===== config.mk =====
export PLATFORM = sky130hd
export DESIGN_NAME = puf_response_streamer_flat
export DESIGN_NICKNAME = d
export VERILOG_FILES = /design/src/rtl/puf_pkg.sv /design/src/rtl/puf_response_streamer_if.sv /design/src/rtl/byte_popcount.sv /design/src/rtl/puf_response_streamer.sv /design/src/flat_wrapper.sv
export SDC_FILE = /design/constraint.sdc
export NUM_CORES = 1
export LEC_CHECK = 0
export BUFFER_PORTS_ARGS = -buffer_cell sky130_fd_sc_hd__buf_2
export CORE_MARGIN = 2
export CORE_UTILIZATION = 35
export DETAILED_ROUTE_END_ITERATION = 8
export PLACE_DENSITY = 0.52
export SETUP_SLACK_MARGIN = 0.4
export SLEW_MARGIN = 20
export SYNTH_ARGS = -nofsm -noshare
export SYNTH_HDL_FRONTEND = slang
export SYNTH_SLANG_ARGS = --single-unit

===== constraint.sdc =====
create_clock -name i_clk -period 4.1 [get_ports i_clk]
set_clock_uncertainty 0.05 [all_clocks]
set_input_delay 0.41 -clock i_clk [delete_from_list [all_inputs] [get_ports i_clk]]
set_output_delay 0.41 -clock i_clk [all_outputs]
set_load 0.01 [all_outputs]

===== src/rtl/puf_pkg.sv =====
// Shared types and constants for the PUF response streamer.
// HD_APPEND_EN adds the Hamming-distance byte to every frame.
package puf_pkg;

    typedef logic [7:0] byte_t;

    typedef enum logic [2:0] {
        ST_IDLE,
        ST_SYNC,
        ST_INDEX,
        ST_DATA,
        ST_HD,
        ST_CSUM
    } stream_state_t;

    localparam byte_t SYNC_BYTE_DEF = 8'hA5;
    localparam int    RESP_W_DEF    = 128;
    localparam int    IDX_W_DEF     = 8;

`ifdef HD_APPEND_EN
    localparam int FRAME_OVERHEAD = 4;
`else
    localparam int FRAME_OVERHEAD = 3;
`endif

    function automatic int frame_len(input int resp_w);
        return resp_w / 8 + FRAME_OVERHEAD;
    endfunction

endpackage


===== src/rtl/puf_response_streamer_if.sv =====
// Response-capture and byte-stream handshakes of the PUF response streamer.
// The streamer is the slave; the response source and UART TX side form the master.
interface puf_response_streamer_if
    import puf_pkg::*;
#(
    parameter int RESP_W = RESP_W_DEF
) ();

    logic              resp_valid;
    logic              resp_ready;
    logic [RESP_W-1:0] resp_data;
    logic              tx_valid;
    logic              tx_ready;
    byte_t             tx_data;

    modport master (
        output resp_valid,
        output resp_data,
        output tx_ready,
        input  resp_ready,
        input  tx_valid,
        input  tx_data
    );

    modport slave (
        input  resp_valid,
        input  resp_data,
        input  tx_ready,
        output resp_ready,
        output tx_valid,
        output tx_data
    );

endinterface


===== src/rtl/byte_popcount.sv =====
// Combinational 8-bit population count feeding the Hamming-distance accumulator.
// Only present when HD_APPEND_EN is defined.
`ifdef HD_APPEND_EN
module byte_popcount
    import puf_pkg::*;
(
    input  byte_t      i_byte,
    output logic [3:0] o_count
);

    always_comb begin
        o_count = '0;
        for (int i = 0; i < 8; i++) begin
            o_count = o_count + {3'b000, i_byte[i]};
        end
    end

endmodule
`endif


===== src/rtl/puf_response_streamer.sv =====
// Captures PUF responses and streams each as a framed byte sequence toward the UART TX.
// HD_APPEND_EN inserts a Hamming-distance byte (vs. previous response) before the checksum.
//
// state    | meaning
// ST_IDLE  | ready for a response, no byte offered
// ST_SYNC  | offering the sync marker
// ST_INDEX | offering the frame index
// ST_DATA  | offering response bytes, MSB first
// ST_HD    | offering the Hamming distance byte
// ST_CSUM  | offering the XOR checksum; completes the frame
module puf_response_streamer
    import puf_pkg::*;
#(
    parameter int    RESP_W    = RESP_W_DEF,
    parameter byte_t SYNC_BYTE = SYNC_BYTE_DEF,
    parameter int    IDX_W     = IDX_W_DEF
) (
    input  logic                  i_clk,
    input  logic                  i_rst,
    puf_response_streamer_if.slave bus,
    output logic                  o_busy,
    output logic [IDX_W-1:0]      o_frame_cnt
);

    localparam int N_BYTES = RESP_W / 8;
    localparam int CNT_W   = (N_BYTES > 1) ? $clog2(N_BYTES) : 1;
    localparam logic [CNT_W-1:0] LAST_BYTE = CNT_W'(N_BYTES - 1);

    stream_state_t     r_state;
    stream_state_t     w_state_next;
    logic [RESP_W-1:0] r_resp;
    byte_t             r_idx;
    byte_t             r_csum;
    logic [CNT_W-1:0]  r_byte_cnt;
    logic [IDX_W-1:0]  r_frame_cnt;

    logic  w_capture;
    logic  w_tx_fire;
    logic  w_tx_valid;
    logic  w_resp_ready;
    byte_t w_tx_data;
    byte_t w_data_byte;

`ifdef HD_APPEND_EN
    logic [RESP_W-1:0] r_prev;
    byte_t             r_hd_acc;
    logic [3:0]        w_pop;

    byte_popcount u_popcount (
        .i_byte  (w_data_byte ^ r_prev[RESP_W-1 -: 8]),
        .o_count (w_pop)
    );
`endif

    // Response register rotates one byte per DATA transfer, so the current byte is always on top
    // and the full response is back in place once the frame reaches CSUM.
    assign w_data_byte = r_resp[RESP_W-1 -: 8];
    assign w_capture   = bus.resp_valid && w_resp_ready;
    assign w_tx_fire   = w_tx_valid && bus.tx_ready;

    always_ff @(posedge i_clk) begin
        if (i_rst) begin
            r_state <= ST_IDLE;
        end else begin
            r_state <= w_state_next;
        end
    end

    always_comb begin
        w_state_next = r_state;
        w_tx_valid   = 1'b0;
        w_tx_data    = '0;
        w_resp_ready = 1'b0;
        case (r_state)
            ST_IDLE: begin
                w_resp_ready = 1'b1;
                if (bus.resp_valid) begin
                    w_state_next = ST_SYNC;
                end
            end
            ST_SYNC: begin
                w_tx_valid = 1'b1;
                w_tx_data  = SYNC_BYTE;
                if (bus.tx_ready) begin
                    w_state_next = ST_INDEX;
                end
            end
            ST_INDEX: begin
                w_tx_valid = 1'b1;
                w_tx_data  = r_idx;
                if (bus.tx_ready) begin
                    w_state_next = ST_DATA;
                end
            end
            ST_DATA: begin
                w_tx_valid = 1'b1;
                w_tx_data  = w_data_byte;
                if (bus.tx_ready && (r_byte_cnt == LAST_BYTE)) begin
`ifdef HD_APPEND_EN
                    w_state_next = ST_HD;
`else
                    w_state_next = ST_CSUM;
`endif
                end
            end
`ifdef HD_APPEND_EN
            ST_HD: begin
                w_tx_valid = 1'b1;
                w_tx_data  = r_hd_acc;
                if (bus.tx_ready) begin
                    w_state_next = ST_CSUM;
                end
            end
`endif
            ST_CSUM: begin
                w_tx_valid = 1'b1;
                w_tx_data  = r_csum;
                if (bus.tx_ready) begin
                    w_state_next = ST_IDLE;
                end
            end
            default: begin
                w_state_next = ST_IDLE;
            end
        endcase
    end

    always_ff @(posedge i_clk) begin
        if (i_rst) begin
            r_resp      <= '0;
            r_idx       <= '0;
            r_csum      <= '0;
            r_byte_cnt  <= '0;
            r_frame_cnt <= '0;
`ifdef HD_APPEND_EN
            r_prev      <= '0;
            r_hd_acc    <= '0;
`endif
        end else begin
            if (w_capture) begin
                r_resp     <= bus.resp_data;
                r_idx      <= byte_t'(r_frame_cnt);
                r_csum     <= '0;
                r_byte_cnt <= '0;
`ifdef HD_APPEND_EN
                r_hd_acc   <= '0;
`endif
            end
            if (w_tx_fire) begin
                case (r_state)
                    ST_INDEX: begin
                        r_csum <= r_csum ^ r_idx;
                    end
                    ST_DATA: begin
                        r_csum     <= r_csum ^ w_data_byte;
                        r_resp     <= {r_resp[RESP_W-9:0], w_data_byte};
                        r_byte_cnt <= r_byte_cnt + CNT_W'(1);
`ifdef HD_APPEND_EN
                        r_prev     <= {r_prev[RESP_W-9:0], r_prev[RESP_W-1 -: 8]};
                        r_hd_acc   <= r_hd_acc + {4'b0000, w_pop};
`endif
                    end
`ifdef HD_APPEND_EN
                    ST_HD: begin
                        r_csum <= r_csum ^ r_hd_acc;
                    end
`endif
                    ST_CSUM: begin
                        r_frame_cnt <= r_frame_cnt + IDX_W'(1);
`ifdef HD_APPEND_EN
                        r_prev      <= r_resp;
`endif
                    end
                    default: begin
                    end
                endcase
            end
        end
    end

    assign bus.resp_ready = w_resp_ready;
    assign bus.tx_valid   = w_tx_valid;
    assign bus.tx_data    = w_tx_data;
    assign o_busy         = (r_state != ST_IDLE);
    assign o_frame_cnt    = r_frame_cnt;

endmodule


===== src/flat_wrapper.sv =====
// flat-port wrapper written by rule: the top's interface ports become plain ports
module puf_response_streamer_flat import puf_pkg::*;
#(
    parameter int    RESP_W    = RESP_W_DEF,
    parameter byte_t SYNC_BYTE = SYNC_BYTE_DEF,
    parameter int    IDX_W     = IDX_W_DEF
)
  (i_clk, i_rst, o_busy, o_frame_cnt, bus_resp_valid, bus_resp_data, bus_tx_ready, bus_resp_ready, bus_tx_valid, bus_tx_data);
  puf_response_streamer_if #(.RESP_W(RESP_W)) bus_i ();
  input  logic i_clk;
  input  logic i_rst;
  output logic o_busy;
  output logic [IDX_W-1:0] o_frame_cnt;
  input wire logic [$bits(bus_i.resp_valid)-1:0] bus_resp_valid;
  input wire logic [$bits(bus_i.resp_data)-1:0] bus_resp_data;
  input wire logic [$bits(bus_i.tx_ready)-1:0] bus_tx_ready;
  output wire logic [$bits(bus_i.resp_ready)-1:0] bus_resp_ready;
  output wire logic [$bits(bus_i.tx_valid)-1:0] bus_tx_valid;
  output wire logic [$bits(bus_i.tx_data)-1:0] bus_tx_data;
  assign bus_i.resp_valid = bus_resp_valid;
  assign bus_i.resp_data = bus_resp_data;
  assign bus_i.tx_ready = bus_tx_ready;
  assign bus_resp_ready = bus_i.resp_ready;
  assign bus_tx_valid = bus_i.tx_valid;
  assign bus_tx_data = bus_i.tx_data;
  puf_response_streamer #(.RESP_W(RESP_W), .SYNC_BYTE(SYNC_BYTE), .IDX_W(IDX_W)) u_core (.i_clk(i_clk), .i_rst(i_rst), .bus(bus_i), .o_busy(o_busy), .o_frame_cnt(o_frame_cnt));
endmodule

==> flow_metrics.env <==
export IMPL_setup_viol=0
export IMPL_clock_sinks=159
export IMPL_syn_num_nets=1043
export IMPL_cts_resized=0
export IMPL_ys_ff_latch=159
export IMPL_die_h_um=146
export IMPL_ctsLongestPathBuffers=2
export IMPL_row_count=51
export IMPL_cts_setup_buffers=0
export IMPL_yosys_area_top_type_share_pct=45.1
export IMPL_drt_vias_per_instance=5.04
export IMPL_htreeDepth=4
export IMPL_routed_wl_mm=20.1
export IMPL_first_global_vias=6090
export IMPL_outcome="completed"
export IMPL_core_area_um2=19700
export IMPL_drtAntennaViolNets=0
export IMPL_synthTopCellsByArea="dfxtp_1 (45%), a311oi_1 (16%), nand2_1 (15%), nor2_1 (7.2%), clkbuf_1 (2.5%)"
export IMPL_die_x_um=146
export IMPL_max_freq_mhz=351
export IMPL_die_area_um2=21300
export IMPL_routabilityCongestion=0.790
export IMPL_tightest_slew_ns=0.949
export IMPL_cts_tree="built"
export IMPL_peakVddDrop_v=0.000274
export IMPL_syn_area_um2=7060
export IMPL_hpwlAfterDp_mm=13.2
export IMPL_timing_setup_tns_ns=0
export IMPL_dpl_cell_count=1253
export IMPL_vias=6490
export IMPL_antenna_found_initial=4
export IMPL_syn_inst=909
export IMPL_grt_max_degree=102
export IMPL_postCtsHoldBufs=0
export IMPL_firstDrtPassIters=4
export IMPL_cp_end_kind="register"
export IMPL_power_frac_clock_pct=42.8
export IMPL_cp_max_fo=74
export IMPL_pin_count=151
export IMPL_p_leak_uw=0.00353
export IMPL_async_flop_share_pct=0
export IMPL_grtUsageTotal_pct=18.7
export IMPL_yosys_warnings=0
export IMPL_power_density_nw_per_um2=444
export IMPL_p_sw_uw=1030
export IMPL_root_buffer="clkbuf_16"
export IMPL_cts_buffers=17
export IMPL_crit_arrival_ns=3.12
export IMPL_combPwrFrac_pct=11.6
export IMPL_min_path_type="input pin to register"
export IMPL_drv_cap=0
export IMPL_synth_most_common_cell="nand2_1"
export IMPL_synthFlopType="dfxtp_1"
export IMPL_synth_seq_area_share_pct=45.1
export IMPL_post_route_drc_count=0
export IMPL_period_needed_ns=2.85
export IMPL_switching_share_pct=27.2
export IMPL_nNetsFinal=1141
export IMPL_syn_avg_cell_area_um2=7.77
export IMPL_slew_violations=0
export IMPL_final_cells=1287
export IMPL_crit_required_ns=4.37
export IMPL_synth_largest_area_cell="dfxtp_1"
export IMPL_insertion_delay_ns=0.42
export IMPL_ys_top_cells_by_count="nand2_1 (285), dfxtp_1 (159), nor2_1 (136)"
export IMPL_power_internal_uw=2760
export IMPL_power_frac_seq_pct=45.6
export IMPL_final_util_pct=43.4
export IMPL_grt_pass1_wl_mm=32.5
export IMPL_finalCritPeriodShare_pct=69.4
export IMPL_place_area_um2=7930
export IMPL_power_uw=3790
export IMPL_rsz0062_at_grt="false"
export IMPL_layout_drive_gt1_share_pct=19.5
export IMPL_synth_edf_count=0
export IMPL_drtIter0Drc=406
export IMPL_design_area_um2=8530
export IMPL_grt_overflow=0
export IMPL_avgRoutedWirePerCell_um=15.6
export IMPL_final_hold_viol_count=0
export IMPL_maxSlewHeadroom_pct=36.7
export IMPL_initial_core_util_pct=35.9
export IMPL_synthDistinctLibCells=38
export IMPL_path_class="register to register"
export IMPL_num_fill_cells=2100
export IMPL_io_buffer_count=150
export IMPL_clkSlewWorstSetupHoldPaths_ns=0.07
export IMPL_area_growth_pct=20.8
export IMPL_cp_start_kind="register"
-- worst paths after layout --
kind	startpoint	endpoint	slack, ns	cells after the start
worst max-delay path	u_core.r_state[0]$_SDFFE_PP0P_	u_core.r_resp[14]$_SDFF_PP0_	1.25	3
worst min-delay path	bus_resp_data[72]	u_core.r_resp[72]$_SDFF_PP0_	0.20	3
worst max register to register	u_core.r_state[0]$_SDFFE_PP0P_	u_core.r_resp[14]$_SDFF_PP0_	1.25	3
worst min register to register	u_core.r_idx[3]$_SDFFE_PP0P_	u_core.r_idx[3]$_SDFFE_PP0P_	0.42	2
-- power groups by stage --
stage	Clock (uW)	Combinational [uW]	Sequential, uW
2_1_floorplan	0	306	1730
3_3_place_gp	0	442	1760
6_report	1620	438	1730
4_1_cts	1660	446	1730
5_1_grt	1730	494	1740
3_5_place_dp	0	445	1760
-- layer usage --
layer | share of wire (%) | global-route usage [%]
met5 | 0.11 | 0
met1 | 51 | 27.7
met3 | 5.1 | 5.22
met4 | 0.80 | 4.08
met2 | 43 | 26.9
-- sequential cells by signal, indices dropped and copies added, names as in the netlist --
register,count
u_core.r_idx,8
u_core.r_state,3
u_core.r_byte_cnt,4
u_core.r_resp,128
u_core.r_csum,8
u_core.o_frame_cnt,8
-- per-stage QoR --
| stage | setup WS [ns] | hold slack [ns] |
|---|---|---|
| detailed placement | 1.27 | 0.407 |
| finish | 1.25 | 0.199 |
| floorplan | 2.35 | 0.386 |
| CTS | 1.25 | 0.182 |
| global route | 0.983 | 0.189 |
| global placement | 1.33 | 0.401 |
-- cell usage in the layout (no fill, tap or decap), types with 5 or more instances in the layout --
cell,instances
o21ai_0,9
clkbuf_16,17
nand3_1,6
inv_1,7
a21oi_1,21
or3_1,7
dfxtp_1,159
a22o_1,7
buf_2,149
buf_4,9
nand2_1,284
inv_6,5
a311oi_1,128
o211ai_1,5
mux2i_1,10
nor2b_1,5
nor2_1,136
xnor2_1,7
-- worst max-delay path, stage by stage (launching register included) --
cell      delay (ns)
dfxtp_1         0.95
nand3_4         0.86
buf_4           0.57
a311oi_1        0.28
-- kinds of logic (layout without fill, tap and decap cells) --
family | after synthesis | after routing | synth area share [%]
simple gates | 461 | 461 | 26.1
other cells | 0 | 2 | 0
fa+ha+maj | 2 | 2 | 0.354
xor+xnor | 10 | 10 | 1.24
buf+inv | 90 | 201 | 5.67
mux | 10 | 10 | 1.42
compound gates | 177 | 177 | 20.1
flops | 159 | 159 | 45.1
-- final cells by class --
type / instances / area (um^2) / share of cell area, %
multi-input combinational: 660 / 3500 / 41.0
sequential: 159 / 3180 / 37.3
timing repair buffer: 162 / 893 / 10.5
clock buffer: 19 / 443 / 5.19
tap: 265 / 332 / 3.89
clock inverter: 13 / 153 / 1.79
inverter: 7 / 26.3 / 0.308
antenna: 2 / 5.00 / 0.0586
Note: power is estimated with default switching activity, not from simulation.
